## src/rtl/if_id_stage_pkg.sv

```systemverilog
`default_nettype none
// ============================================================================
// Module   : if_id_stage_pkg
// Brief    : Shared constants and types for the fetch stage, hazard unit
//            and control decoder.
// Revision : 1.0
// ============================================================================
package if_id_stage_pkg;

    localparam logic [31:0] c_RESET_PC_DEFAULT = 32'h0000_0000;
    // sll $0,$0,0 encodes as all zeros
    localparam logic [31:0] c_NOP_INSTR        = 32'h0000_0000;
    localparam int          c_CNT_W_DEFAULT    = 16;

    typedef enum logic [5:0] {
        OP_RTYPE = 6'h00,
        OP_J     = 6'h02,
        OP_JAL   = 6'h03,
        OP_BEQ   = 6'h04,
        OP_BNE   = 6'h05,
        OP_ADDI  = 6'h08,
        OP_LW    = 6'h23,
        OP_SW    = 6'h2B
    } opcode_e;

    typedef struct packed {
        logic [31:0] pc_plus4;
        logic [31:0] instr;
        logic        valid;
    } if_id_t;

    function automatic logic [31:0] align_word(input logic [31:0] addr);
        return {addr[31:2], 2'b00};
    endfunction

endpackage : if_id_stage_pkg
`default_nettype wire

```

## src/rtl/if_id_stage_if.sv

```systemverilog
`default_nettype none
// ============================================================================
// Module   : if_id_stage_if
// Brief    : Hazard/branch control, instruction memory and IF/ID outputs of
//            the fetch stage.
// Revision : 1.0
// ============================================================================
interface if_id_stage_if;

    logic        pc_write;
    logic        IF_ID_write;
    logic        flush;
    logic [31:0] branch_target;
    logic [31:0] imem_instr;
    logic [31:0] imem_addr;
    logic [31:0] IF_ID_pc_plus4;
    logic [31:0] IF_ID_instr;
    logic        IF_ID_valid;

    modport master (
        output pc_write,
        output IF_ID_write,
        output flush,
        output branch_target,
        output imem_instr,
        input  imem_addr,
        input  IF_ID_pc_plus4,
        input  IF_ID_instr,
        input  IF_ID_valid
    );

    modport slave (
        input  pc_write,
        input  IF_ID_write,
        input  flush,
        input  branch_target,
        input  imem_instr,
        output imem_addr,
        output IF_ID_pc_plus4,
        output IF_ID_instr,
        output IF_ID_valid
    );

endinterface : if_id_stage_if
`default_nettype wire

```

## src/rtl/if_id_stage_sat_counter.sv

```systemverilog
`default_nettype none
// ============================================================================
// Module   : sat_counter
// Brief    : Up-counter that sticks at all-ones instead of wrapping.
// Revision : 1.0
// ============================================================================
module sat_counter #(
    parameter int WIDTH = 16
) (
    input  wire logic             clk,
    input  wire logic             rstn,
    input  wire logic             i_inc,
    output logic [WIDTH-1:0]      o_count
);

    logic [WIDTH-1:0] r_count;
    logic             w_at_max;

    assign w_at_max = &r_count;
    assign o_count  = r_count;

    always_ff @(posedge clk or negedge rstn) begin
        if (!rstn) begin
            r_count <= '0;
        end else if (i_inc && !w_at_max) begin
            r_count <= r_count + 1'b1;
        end
    end

endmodule : sat_counter
`default_nettype wire

```

## src/rtl/if_id_stage.sv

```systemverilog
`default_nettype none
// ============================================================================
// Module   : if_id_stage
// Brief    : PC register, instruction fetch and IF/ID pipeline register with
//            stall/flush handling and profiling counters.
// Revision : 1.0
// ============================================================================
module if_id_stage
    import if_id_stage_pkg::*;
#(
    parameter logic [31:0] RESET_PC  = c_RESET_PC_DEFAULT,
    parameter logic [31:0] NOP_INSTR = c_NOP_INSTR,
    parameter int          CNT_W     = c_CNT_W_DEFAULT
) (
    input  wire logic             clk,
    input  wire logic             rstn,
    if_id_stage_if.slave          bus,
    output logic [CNT_W-1:0]      stall_cnt,
    output logic [CNT_W-1:0]      flush_cnt
);

    logic [31:0] r_pc;
    if_id_t      r_if_id;
    logic [31:0] w_pc_plus4;
    logic        w_stall_inc;

    // Modulo-2^32 add: the top word wraps to zero silently
    assign w_pc_plus4  = r_pc + 32'd4;
    assign w_stall_inc = !bus.pc_write && !bus.flush;

    // Flush overrides both write enables so a squashed fetch is never held
    always_ff @(posedge clk or negedge rstn) begin
        if (!rstn) begin
            r_pc    <= RESET_PC;
            r_if_id <= '{pc_plus4: 32'd0, instr: NOP_INSTR, valid: 1'b0};
        end else if (bus.flush) begin
            r_pc    <= align_word(bus.branch_target);
            r_if_id <= '{pc_plus4: 32'd0, instr: NOP_INSTR, valid: 1'b0};
        end else begin
            if (bus.pc_write) begin
                r_pc <= w_pc_plus4;
            end
            if (bus.IF_ID_write) begin
                r_if_id <= '{pc_plus4: w_pc_plus4, instr: bus.imem_instr, valid: 1'b1};
            end
        end
    end

    assign bus.imem_addr      = r_pc;
    assign bus.IF_ID_pc_plus4 = r_if_id.pc_plus4;
    assign bus.IF_ID_instr    = r_if_id.instr;
    assign bus.IF_ID_valid    = r_if_id.valid;

    sat_counter #(
        .WIDTH (CNT_W)
    ) u_stall_cnt (
        .clk     (clk),
        .rstn    (rstn),
        .i_inc   (w_stall_inc),
        .o_count (stall_cnt)
    );

    sat_counter #(
        .WIDTH (CNT_W)
    ) u_flush_cnt (
        .clk     (clk),
        .rstn    (rstn),
        .i_inc   (bus.flush),
        .o_count (flush_cnt)
    );

endmodule : if_id_stage
`default_nettype wire

```

## src/flat_wrapper.sv

```systemverilog
// flat-port wrapper written by rule: the top's interface ports become plain ports
module if_id_stage_flat import if_id_stage_pkg::*;
#(
    parameter logic [31:0] RESET_PC  = c_RESET_PC_DEFAULT,
    parameter logic [31:0] NOP_INSTR = c_NOP_INSTR,
    parameter int          CNT_W     = c_CNT_W_DEFAULT
)
  (clk, rstn, stall_cnt, flush_cnt, bus_pc_write, bus_IF_ID_write, bus_flush, bus_branch_target, bus_imem_instr, bus_imem_addr, bus_IF_ID_pc_plus4, bus_IF_ID_instr, bus_IF_ID_valid);
  if_id_stage_if bus_i ();
  input  wire logic clk;
  input  wire logic rstn;
  output logic [CNT_W-1:0] stall_cnt;
  output logic [CNT_W-1:0] flush_cnt;
  input wire logic [$bits(bus_i.pc_write)-1:0] bus_pc_write;
  input wire logic [$bits(bus_i.IF_ID_write)-1:0] bus_IF_ID_write;
  input wire logic [$bits(bus_i.flush)-1:0] bus_flush;
  input wire logic [$bits(bus_i.branch_target)-1:0] bus_branch_target;
  input wire logic [$bits(bus_i.imem_instr)-1:0] bus_imem_instr;
  output wire logic [$bits(bus_i.imem_addr)-1:0] bus_imem_addr;
  output wire logic [$bits(bus_i.IF_ID_pc_plus4)-1:0] bus_IF_ID_pc_plus4;
  output wire logic [$bits(bus_i.IF_ID_instr)-1:0] bus_IF_ID_instr;
  output wire logic [$bits(bus_i.IF_ID_valid)-1:0] bus_IF_ID_valid;
  assign bus_i.pc_write = bus_pc_write;
  assign bus_i.IF_ID_write = bus_IF_ID_write;
  assign bus_i.flush = bus_flush;
  assign bus_i.branch_target = bus_branch_target;
  assign bus_i.imem_instr = bus_imem_instr;
  assign bus_imem_addr = bus_i.imem_addr;
  assign bus_IF_ID_pc_plus4 = bus_i.IF_ID_pc_plus4;
  assign bus_IF_ID_instr = bus_i.IF_ID_instr;
  assign bus_IF_ID_valid = bus_i.IF_ID_valid;
  if_id_stage #(.RESET_PC(RESET_PC), .NOP_INSTR(NOP_INSTR), .CNT_W(CNT_W)) u_core (.clk(clk), .rstn(rstn), .bus(bus_i), .stall_cnt(stall_cnt), .flush_cnt(flush_cnt));
endmodule
```

## config.mk

```make
export PLATFORM = sky130hd
export DESIGN_NAME = if_id_stage_flat
export DESIGN_NICKNAME = d
export VERILOG_FILES = /design/src/rtl/if_id_stage_pkg.sv /design/src/rtl/if_id_stage_if.sv /design/src/rtl/if_id_stage_sat_counter.sv /design/src/rtl/if_id_stage.sv /design/src/flat_wrapper.sv
export SDC_FILE = /design/constraint.sdc
export NUM_CORES = 1
export LEC_CHECK = 0
export CAP_MARGIN = 20
export CELL_PAD_IN_SITES_DETAIL_PLACEMENT = 1
export CELL_PAD_IN_SITES_GLOBAL_PLACEMENT = 1
export CORE_UTILIZATION = 36
export DETAILED_ROUTE_END_ITERATION = 16
export PLACE_DENSITY = 0.91
export SYNTH_ARGS = -nofsm -noshare
export SYNTH_HDL_FRONTEND = slang
export SYNTH_SLANG_ARGS = --single-unit
```

## constraint.sdc

```tcl
create_clock -name clk -period 3.8 [get_ports clk]
set_input_delay 0.38 -clock clk [delete_from_list [all_inputs] [get_ports clk]]
set_output_delay 0.38 -clock clk [all_outputs]
set_load 0.01 [all_outputs]
```

==> flow_summary.yaml <==
power:
  netSwitchingPower_mw: 1.22
  comb_power_share: 0.201
  p_sw_frac: 0.292
  pwr-share-seq: 0.402
  power_density_nw_per_um2: 470
  p_total_mw: 4.18
  p_leak_nw: 3.65
  internal-power_mw: 2.96
  clockPowerShare: 0.396
  ir_drop_mv: 0.294
yosys:
  yosys_warnings: 0
  postSynthCellCount: 637
  synthFlopType: "dfrtp_1"
  synth-async-reset-ratio: 1.00
  synth_edf_count: 0
  yosys-top-cells-area: "dfrtp_1 (50%), mux2i_1 (5.8%), xor2_1 (5.3%)"
  yosys.area.top_type: "dfrtp_1"
  syn-cell-area_um2: 6250
  yosys_register_bits: 126
  synth_seq_area_share: 0.504
  ys_types: 44
  synth.avg_cell_area_um2: 9.81
  synth_top_area_frac: 0.504
clock_tree:
  htreeDepth: 4
  cts_buffers: 17
  clock_latency_ns: 0.42
  cts_tree: "yes"
  clockRootBuffer: "clkbuf_16"
  post-cts-setup-buffers: 0
  clockBufferDepth: 2
  clock_sinks: 126
  clk_pin_slew_ns: 0.06
  postCtsHoldBufs: 0
  cts_resized: 0
routing:
  viasPerCell: 5.48
  drt_pass1_iterations: 4
  drt-total-wl_mm: 21.2
  detail-route-antenna-nets: 0
  drtIter0Drc: 353
  dr_total_vias: 5693
  wl_per_cell_um: 20.4
  drc: 0
timing:
  relSlewSlack: 0.333
  tightest_slew_ns: 0.991
  fmax_ghz: 0.385
  fin_skew_ns: 0.00704
  rsz0062_at_grt: "false"
  setup_viol: 0
  finalWorstSetupSlack_ns: 1.20
  fin_crit_sh: 0.683
  finalHoldViolations: 3
  drv_slew: 0
  hold_slack_ns: -0.00841
  setup_tns_ns: 0
  fin_crit_ns: 2.60
floorplan:
  die_w_um: 134
  initial_core_util: 0.373
  io_pins: 198
  core_area_um2: 16800
  die_h_um: 134
  rows: 47
  die-area_um2: 17900
global_routing:
  grt_max_degree: 78
  antenna_found_initial: 0
  grt_pass1_vias: 6120
  grt_use_total: 0.245
  overflow: 0
  grt_pass1_wl_mm: 33.7
critical_path:
  reg2regPathDepth: 5
  path_delay_family: "simple AND/OR/NAND/NOR gates"
  critPathKind: "reg2reg"
  path_buf_inv: 0
  cp_cell_sequence: "ha_1 -> nand4_1 -> or3_1 -> or4_1 -> a311oi_1"
  worstPathArrival_ns: 2.92
  worst_path_max_delay_cell: "or3_1"
  slowest_delay_ns: 0.59
  cp.required_ns: 4.12
  crit_fanout: 13
  path_depth: 5
  cp-end-kind: "flop"
  cp-start-kind: "flop"
finish:
  area_growth_pct: 42.4
  final_area_um2: 8900
  final_util: 0.531
  finalNonFillerCells: 1039
  drive_gt1_frac: 0.0623
  nets: 878
  antenna_cells: 0
placement:
  place_inst: 1007
  dp_hpwl_mm: 14.6
  post_dp_cell_area_um2: 8310
  gp_congestion: 0.878
  place_ws_ns: 1.21
  io_buffers: 193
job:
  maxCapViolCount: 0
run_status:
  status: "finished with violations"
  violations: "negative hold slack"
min_path:
  hp-class: "in2async"
==> synthesized netlist by cell type, drive strengths merged (5+ instances only) <==
cell type,instances
a211oi,16
a21oi,10
a311oi,13
a31oi,17
and2,5
and3,10
and4,8
buf,15
clkbuf,35
dfrtp,126
mux2i,36
nand2,37
nand3,23
nand4,24
nor2,88
nor3,6
nor4,7
o21ai,39
o31ai,8
or3,26
or4,12
xnor2,14
xor2,38
==> registers in the layout, summed over array words and instances, names as in the netlist <==
| name | count |
|---|---|
| u_core.u_stall_cnt.o_count | 16 |
| u_core.bus.IF_ID_instr | 32 |
| u_core.bus.imem_addr | 30 |
| u_core.bus.IF_ID_pc_plus4 | 31 |
| u_core.u_flush_cnt.o_count | 16 |
| u_core.bus.IF_ID_valid | 1 |
==> layout make-up <==
class / instances / area, um2
Timing Repair Buffer: 199 / 1980
Inverter: 4 / 15.0
Fill cell: 1863 / 7860
Sequential cell: 126 / 3150
Multi-Input combinational cell: 458 / 2880
Clock buffer: 19 / 433
Tap cell: 220 / 275
Clock inverter: 13 / 165
==> cell families after synthesis <==
| family | share of synthesized area |
|---|---|
| multiplexers | 0.0649 |
| buffers and inverters | 0.0354 |
| adder cells (fa/ha/maj) | 0.00601 |
| XOR/XNOR | 0.0729 |
| AND/OR/NAND/NOR | 0.206 |
| flip-flops | 0.504 |
| AO/OA/AOI/OAI | 0.110 |
| other | 0.000600 |
==> layout by cell type (no fill, tap or decap), types with 16 or more instances in the layout <==
cell type and instances:
nand2_1 37, nand3_1 23, clkbuf_16 17, dfrtp_1 126, xor2_1 38, o21ai_0 38, clkdlybuf4s50_1 190, a211oi_1 16
nor2_1 88, nand4_1 23, a31oi_1 17, or3_1 25, mux2i_1 36
==> power by group through the flow <==
stage	sequential, mW	combinational (mW)	clock [mW]
after floorplan	1.70	0.303	0
after global placement	1.68	0.806	0
after detailed placement	1.70	0.837	0
after CTS	1.68	0.852	1.68
after global routing	1.70	0.903	1.75
final	1.68	0.841	1.66
==> per-layer routing <==
layer	share of wire	wire (um)	vias to the layer above	track usage
met5	0	0	-	0
met4	0.035	732	0	0.107
met3	0.052	1100	51	0.0567
met2	0.50	10600	175	0.414
met1	0.41	8720	2844	0.297
li1	-	-	2623	-
==> final timing paths <==
check | startpoint | end | slack, ns
min in group clk | bus_flush | u_core.bus.IF_ID_instr[6]$_DFFE_PN0P_ | 0.40
worst min-delay path | rstn | u_core.bus.imem_addr[22]$_DFFE_PN0N_ | -0.008
worst min register to register | u_core.bus.IF_ID_instr[1]$_DFFE_PN0P_ | u_core.bus.IF_ID_instr[1]$_DFFE_PN0P_ | 0.51
max in group asynchronous | rstn | u_core.bus.IF_ID_instr[9]$_DFFE_PN0P_ | 2.91
worst max-delay path | u_core.bus.imem_addr[2]$_DFFE_PN0N_ | u_core.bus.IF_ID_pc_plus4[28]$_DFFE_PN0P_ | 1.20
worst max register to register | u_core.bus.imem_addr[2]$_DFFE_PN0N_ | u_core.bus.IF_ID_pc_plus4[28]$_DFFE_PN0P_ | 1.20
(Power assumes the default switching activity.)
